--- config.mk ---
export PLATFORM = sky130hd
export DESIGN_NAME = fp_norm_round
export DESIGN_NICKNAME = d
export VERILOG_FILES = /design/src/rtl/fp_pkg.sv /design/src/rtl/fp_rne_rounder.sv /design/src/rtl/fp_norm_round.sv
export SDC_FILE = /design/constraint.sdc
export NUM_CORES = 1
export LEC_CHECK = 0
export ABC_AREA = 1
export CAP_MARGIN = 20
export CORE_MARGIN = 8
export CORE_UTILIZATION = 49
export CTS_CLUSTER_SIZE = 20
export DETAILED_ROUTE_END_ITERATION = 6
export PLACE_DENSITY_LB_ADDON = 0.12
export SLEW_MARGIN = 20
export SYNTH_ARGS = -nofsm -noshare
export SYNTH_HDL_FRONTEND = slang
export SYNTH_HIERARCHICAL = 1
export SYNTH_SLANG_ARGS = --single-unit
--- constraint.sdc ---
create_clock -name clk -period 1.8 [get_ports clk]
set_clock_uncertainty 0.1 [all_clocks]
set_input_delay 0.36 -clock clk [delete_from_list [all_inputs] [get_ports clk]]
set_output_delay 0.36 -clock clk [all_outputs]
set_load 0.005 [all_outputs]
--- src/rtl/fp_pkg.sv ---
// Shared constants, state encoding and rounding-mode selection for fp_norm_round.
// Define FP_NORM_ROUND_RNE_EN for round-to-nearest-even; otherwise the result is truncated.
package fp_pkg;

   localparam int unsigned EXP_W   = 8;
   localparam int unsigned FRAC_W  = 23;
   localparam int unsigned EXP_MAX = 255;
   localparam int unsigned BIAS    = 127;
   localparam int unsigned MANT_W  = FRAC_W + 4;

   typedef enum logic [1:0] {
      S_IDLE  = 2'd0,
      S_SHIFT = 2'd1,
      S_ROUND = 2'd2,
      S_DONE  = 2'd3
   } state_t;

`ifdef FP_NORM_ROUND_RNE_EN
   localparam bit RNE_EN = 1'b1;
`else
   localparam bit RNE_EN = 1'b0;
`endif

endpackage

--- src/rtl/fp_rne_rounder.sv ---
// Combinational fraction rounder; increments on guard & (sticky | lsb) when RNE is enabled.
module fp_rne_rounder
   import fp_pkg::*;
(
   input  logic [FRAC_W-1:0] frac,
   input  logic              guard,
   input  logic              sticky,
   output logic [FRAC_W-1:0] rounded,
   output logic              carry
);

   logic inc;

   always_comb begin
      inc              = RNE_EN & guard & (sticky | frac[0]);
      {carry, rounded} = {1'b0, frac} + (FRAC_W+1)'(inc);
   end

endmodule

--- src/rtl/fp_norm_round.sv ---
// Normalise a raw {carry,hidden,frac,guard,sticky} sum and round it to IEEE-754 single.
// Rounding mode is selected by FP_NORM_ROUND_RNE_EN (see fp_pkg).
module fp_norm_round
   import fp_pkg::*;
(
   input  logic              clk,
   input  logic              rst_n,
   input  logic              in_valid,
   output logic              in_ready,
   input  logic              in_sign,
   input  logic [EXP_W-1:0]  in_exp,
   input  logic [MANT_W-1:0] in_mant,
   output logic              out_valid,
   input  logic              out_ready,
   output logic [31:0]       out_result,
   output logic              out_of,
   output logic              out_uf,
   output logic              out_zero
);

   state_t            state, state_n;
   logic              sign_r, sign_n;
   logic [EXP_W-1:0]  exp_r, exp_n;
   logic [MANT_W-1:0] mant_r, mant_n;
   logic              zero_r, zero_n, uf_r, uf_n, of_r, of_n;
   logic              valid_n;
   logic [31:0]       result_n;
   logic              out_of_n, out_uf_n, out_zero_n;

   logic [FRAC_W-1:0] rnd_frac;
   logic              rnd_carry;
   logic [EXP_W:0]    exp_sum;

   assign in_ready = (state == S_IDLE);

   fp_rne_rounder u_rounder (
      .frac    (mant_r[FRAC_W+1:2]),
      .guard   (mant_r[1]),
      .sticky  (mant_r[0]),
      .rounded (rnd_frac),
      .carry   (rnd_carry)
   );

   assign exp_sum = {1'b0, exp_r} + (EXP_W+1)'(rnd_carry);

   always_ff @(posedge clk or negedge rst_n) begin
      if (!rst_n) begin
         state      <= S_IDLE;
         sign_r     <= 1'b0;
         exp_r      <= '0;
         mant_r     <= '0;
         zero_r     <= 1'b0;
         uf_r       <= 1'b0;
         of_r       <= 1'b0;
         out_valid  <= 1'b0;
         out_result <= '0;
         out_of     <= 1'b0;
         out_uf     <= 1'b0;
         out_zero   <= 1'b0;
      end else begin
         state      <= state_n;
         sign_r     <= sign_n;
         exp_r      <= exp_n;
         mant_r     <= mant_n;
         zero_r     <= zero_n;
         uf_r       <= uf_n;
         of_r       <= of_n;
         out_valid  <= valid_n;
         out_result <= result_n;
         out_of     <= out_of_n;
         out_uf     <= out_uf_n;
         out_zero   <= out_zero_n;
      end
   end

   always_comb begin
      state_n    = state;
      sign_n     = sign_r;
      exp_n      = exp_r;
      mant_n     = mant_r;
      zero_n     = zero_r;
      uf_n       = uf_r;
      of_n       = of_r;
      valid_n    = out_valid;
      result_n   = out_result;
      out_of_n   = out_of;
      out_uf_n   = out_uf;
      out_zero_n = out_zero;

      case (state)
         S_IDLE: begin
            if (in_valid) begin
               sign_n = in_sign;
               exp_n  = in_exp;
               mant_n = in_mant;
               zero_n = 1'b0;
               uf_n   = 1'b0;
               of_n   = 1'b0;
               if (in_mant == '0) begin
                  zero_n  = 1'b1;
                  sign_n  = 1'b0;
                  state_n = S_ROUND;
               end else if (in_mant[MANT_W-1]) begin
                  // Carry: shift right, the dropped bit folds into sticky.
                  mant_n  = {1'b0, in_mant[MANT_W-1:2], in_mant[1] | in_mant[0]};
                  exp_n   = in_exp + EXP_W'(1);
                  of_n    = (in_exp >= EXP_W'(EXP_MAX - 1));
                  state_n = S_ROUND;
               end else if (in_mant[MANT_W-2]) begin
                  state_n = S_ROUND;
               end else begin
                  state_n = S_SHIFT;
               end
            end
         end
         S_SHIFT: begin
            if (exp_r <= EXP_W'(1)) begin
               uf_n    = 1'b1;
               state_n = S_ROUND;
            end else begin
               // Guard moves into the fraction LSB, sticky stays put.
               mant_n = {mant_r[MANT_W-2:1], 1'b0, mant_r[0]};
               exp_n  = exp_r - EXP_W'(1);
               if (mant_r[MANT_W-3]) state_n = S_ROUND;
            end
         end
         S_ROUND: begin
            out_of_n   = 1'b0;
            out_uf_n   = 1'b0;
            out_zero_n = 1'b0;
            if (zero_r) begin
               result_n   = '0;
               out_zero_n = 1'b1;
            end else if (uf_r) begin
               result_n = {sign_r, 31'b0};
               out_uf_n = 1'b1;
            end else if (of_r || (exp_sum >= (EXP_W+1)'(EXP_MAX))) begin
               result_n = {sign_r, 8'hFF, 23'b0};
               out_of_n = 1'b1;
            end else begin
               result_n = {sign_r, exp_sum[EXP_W-1:0], rnd_frac};
            end
            valid_n = 1'b1;
            state_n = S_DONE;
         end
         S_DONE: begin
            if (out_ready) begin
               valid_n = 1'b0;
               state_n = S_IDLE;
            end
         end
         default: state_n = S_IDLE;
      endcase
   end

endmodule
==> impl_results.rst <==
.. list-table::
   :header-rows: 1

   * - Metric
     - Value
   * - Run status
     - finished, final reports clean
   * - 1st-pass router iterations
     - 5
   * - Count of routing violations after the opening detailed-route iteration
     - 282
   * - Setup slack after layout
     - 0.0406 ns
   * - Critical Path Sink Type
     - register
   * - Number of buffer and inverter stages on the critical path
     - 5
   * - Setup Total Neg Slack
     - 0 ns
   * - Root buffer selected by CTS
     - sky130_fd_sc_hd__clkbuf_8
   * - Final hold vios
     - 0
   * - Warnings, synthesis
     - 6
   * - TritonCTS clock tree
     - yes
   * - Number of CTS-inserted buffers
     - 9
   * - Die Height
     - about 110 um
   * - Cell area power density
     - roughly 1700 mW/mm2
   * - CTS Buffer Depth
     - 2
   * - Number of clock sinks
     - 74
   * - Total core area
     - 0.00915 mm2
   * - Highest achievable clock rate
     - about 0.57 GHz
   * - Arrival time of data at the critical path endpoint
     - 1.95 ns
   * - Top-Level Pins
     - 77
   * - Post-detailed-route DRC marker count
     - 0
   * - Cells traversed along the worst timing path
     - inv_2 > ha_4 > inv_6 > nor2_2 > a21oi_4 > inv_2 > a21oi_4 > buf_12 > clkbuf_16 > nor2_1 > a21oi_1
   * - Final number of setup-violating endpoints
     - 0
   * - Wire per inst
     - between 15 and 20 um
   * - Utilization after layout
     - 65.4%
   * - Largest fanout of any net on the critical path
     - 10
   * - Layout net count
     - approximately 730
   * - Initial antenna violation count
     - 0
   * - Count of antenna-violating nets left after detailed routing
     - 0
   * - Number of global-route vias before repair
     - 3784
   * - Final worst path period need
     - around 1.8 ns
   * - Peak per-stage delay on the critical path
     - between 0.3 and 0.4 ns
   * - Post-synth design cell area
     - 0.00458 mm2
   * - Number of fill cells
     - 788
   * - Detailed-route vias per instance
     - 5.22
   * - Req. time, crit path
     - 1.99 ns
   * - Leakage
     - approximately 0.0028 uW
   * - Tightest Hold Check Type
     - reg2reg
   * - Critical path launch point type
     - register
   * - Syn Nets
     - approximately 650
   * - Initial Utilization
     - 50.0%
   * - Post-route clock period utilization
     - 97.7%
   * - Inserted Diodes
     - 0
   * - Most common library cell in the layout ignoring fill and taps
     - sky130_fd_sc_hd__nand2_1
   * - Pin count of the biggest net entering global routing
     - 52
   * - Worst setup path startpoint
     - state[1]$_DFFE_PN0P_
   * - Number of instances in the synthesized netlist
     - ~600
   * - Fraction of final layout cells sized beyond drive strength 1
     - 18.1%
   * - Slowest cell on crit path
     - sky130_fd_sc_hd__dfrtp_1
   * - Mean instance size in the synthesized netlist
     - about 7.7 um2
   * - CTS clock-pin slew for the worst setup and hold paths
     - ~0.09 ns
   * - PnR Total Power
     - 10000 uW
   * - Family of cells with the greatest summed delay on the critical path
     - buffers and inverters
   * - Clock insertion delay at the later pin of the skew report
     - approximately 0.36 ns
   * - Number of H-tree levels
     - 3
   * - Number of max-slew violations in the final report
     - 0
   * - Overall die width
     - ~110 um
   * - Number of cell rows
     - 35
   * - Commonest cells after routing, fill and taps aside
     - sky130_fd_sc_hd__nand2_1 (150), sky130_fd_sc_hd__clkdlybuf4s50_1 (74), sky130_fd_sc_hd__dfrtp_1 (73)
   * - Total of max-cap violations
     - 0
   * - Overflow after GRT
     - 0
   * - DIE AREA
     - between 0.01 and 0.015 mm2
   * - Wire length of the first global-routing pass
     - 18800 um
   * - Post-Route Hold Slack
     - 0.382 ns
   * - Input/output buffers
     - 76
   * - Global-route usage over all layers
     - 18.2%
   * - RePlAce Congestion
     - approximately 0.88
   * - Detail Placement HPWL
     - ~8600 um
   * - Worst Setup Slack post-DPL
     - -0.158 ns
   * - Start point of the worst min-delay path
     - out_result[22]$_DFFE_PN0P_
   * - Type of the worst setup path
     - reg2reg
   * - Total wire length after detailed routing
     - approximately 12000 um
   * - Via count of the routed design
     - 4179
   * - Area growth syn-to-layout
     - 30.8%
   * - Reg-to-Reg Start
     - state[1]$_DFFE_PN0P_
   * - Worst ir drop on vdd
     - 0.629 mV
-- power by group --
group	internal (uW)	leakage, uW	switching [uW]
sequential	2370	0.000920	535
clock	524	0.0000848	723
combinational	2890	0.00180	2970
-- sequential cells by signal, summed over array words and instances, names as in the netlist --
signal / cells
state: 2
sign_r: 1
out_zero: 1
exp_r: 8
mant_r: 24
out_of: 1
out_valid: 1
out_result: 32
of_r: 1
out_uf: 1
uf_r: 1
zero_r: 1
-- layout make-up --
| cell class | count | area (um2) | share of cell area [%] |
|---|---|---|---|
| Multi-Input combinational cell | 422 | 2280 | 38.1 |
| Sequential cell | 74 | 1850 | 31.0 |
| Timing Repair Buffer | 131 | 1360 | 22.6 |
| Inverter | 46 | 178 | 2.97 |
| Tap cell | 111 | 139 | 2.32 |
| Clock buffer | 9 | 124 | 2.07 |
| Clock inverter | 7 | 60.1 | 1.00 |
-- per-stage QoR --
| step | std cells | cell area (um2) |
|---|---|---|
| 2_1_floorplan | 596 | 4580 |
| 3_3_place_gp | 767 | 5440 |
| 3_5_place_dp | 767 | 5440 |
| 4_1_cts | 788 | 5680 |
| 5_1_grt | 800 | 5990 |
| 6_report | 800 | 5990 |
-- worst register-to-register path, stage by stage (launching register included) --
cell and delay, ns:
sky130_fd_sc_hd__dfrtp_1 0.39, sky130_fd_sc_hd__inv_2 0.08, sky130_fd_sc_hd__ha_4 0.18, sky130_fd_sc_hd__inv_6 0.07
sky130_fd_sc_hd__nor2_2 0.05, sky130_fd_sc_hd__a21oi_4 0.12, sky130_fd_sc_hd__inv_2 0.06, sky130_fd_sc_hd__a21oi_4 0.15
sky130_fd_sc_hd__buf_12 0.16, sky130_fd_sc_hd__clkbuf_16 0.16, sky130_fd_sc_hd__nor2_1 0.05, sky130_fd_sc_hd__a21oi_1 0.12
-- final timing paths --
check	slack [ns]	depth (start not counted)	to
hold / removal	0.38	2	out_result[22]$_DFFE_PN0P_
max in group asynchronous	0.91	3	exp_r[2]$_DFFE_PN0P_
setup reg to reg	0.04	11	mant_r[22]$_DFFE_PN0P_
setup / recovery	0.04	11	mant_r[22]$_DFFE_PN0P_
min in group asynchronous	0.44	3	mant_r[2]$_DFFE_PN0P_
hold reg to reg	0.38	2	out_result[22]$_DFFE_PN0P_
-- timing repair --
action	in CTS	in global routing
endpoints found under the setup margin	29	64
gates resized for setup	9	30
setup buffers	4	7
endpoints found under the hold margin	74	0
hold buffers	1	0
cloned	0	5
pin swaps	3	11
-- per-layer routing --
| layer | wire, um | GRT usage (%) | up-vias | share of wire [%] |
|---|---|---|---|---|
| met5 | 0 | 0 | - | 0 |
| met4 | 130 | 5.76 | 0 | 1.1 |
| met3 | 794 | 3.92 | 12 | 6.5 |
| met2 | 5430 | 26.3 | 154 | 44 |
| met1 | 5880 | 26.3 | 1910 | 48 |
| li1 | - | - | 2103 | - |
(Power assumes the default switching activity.)
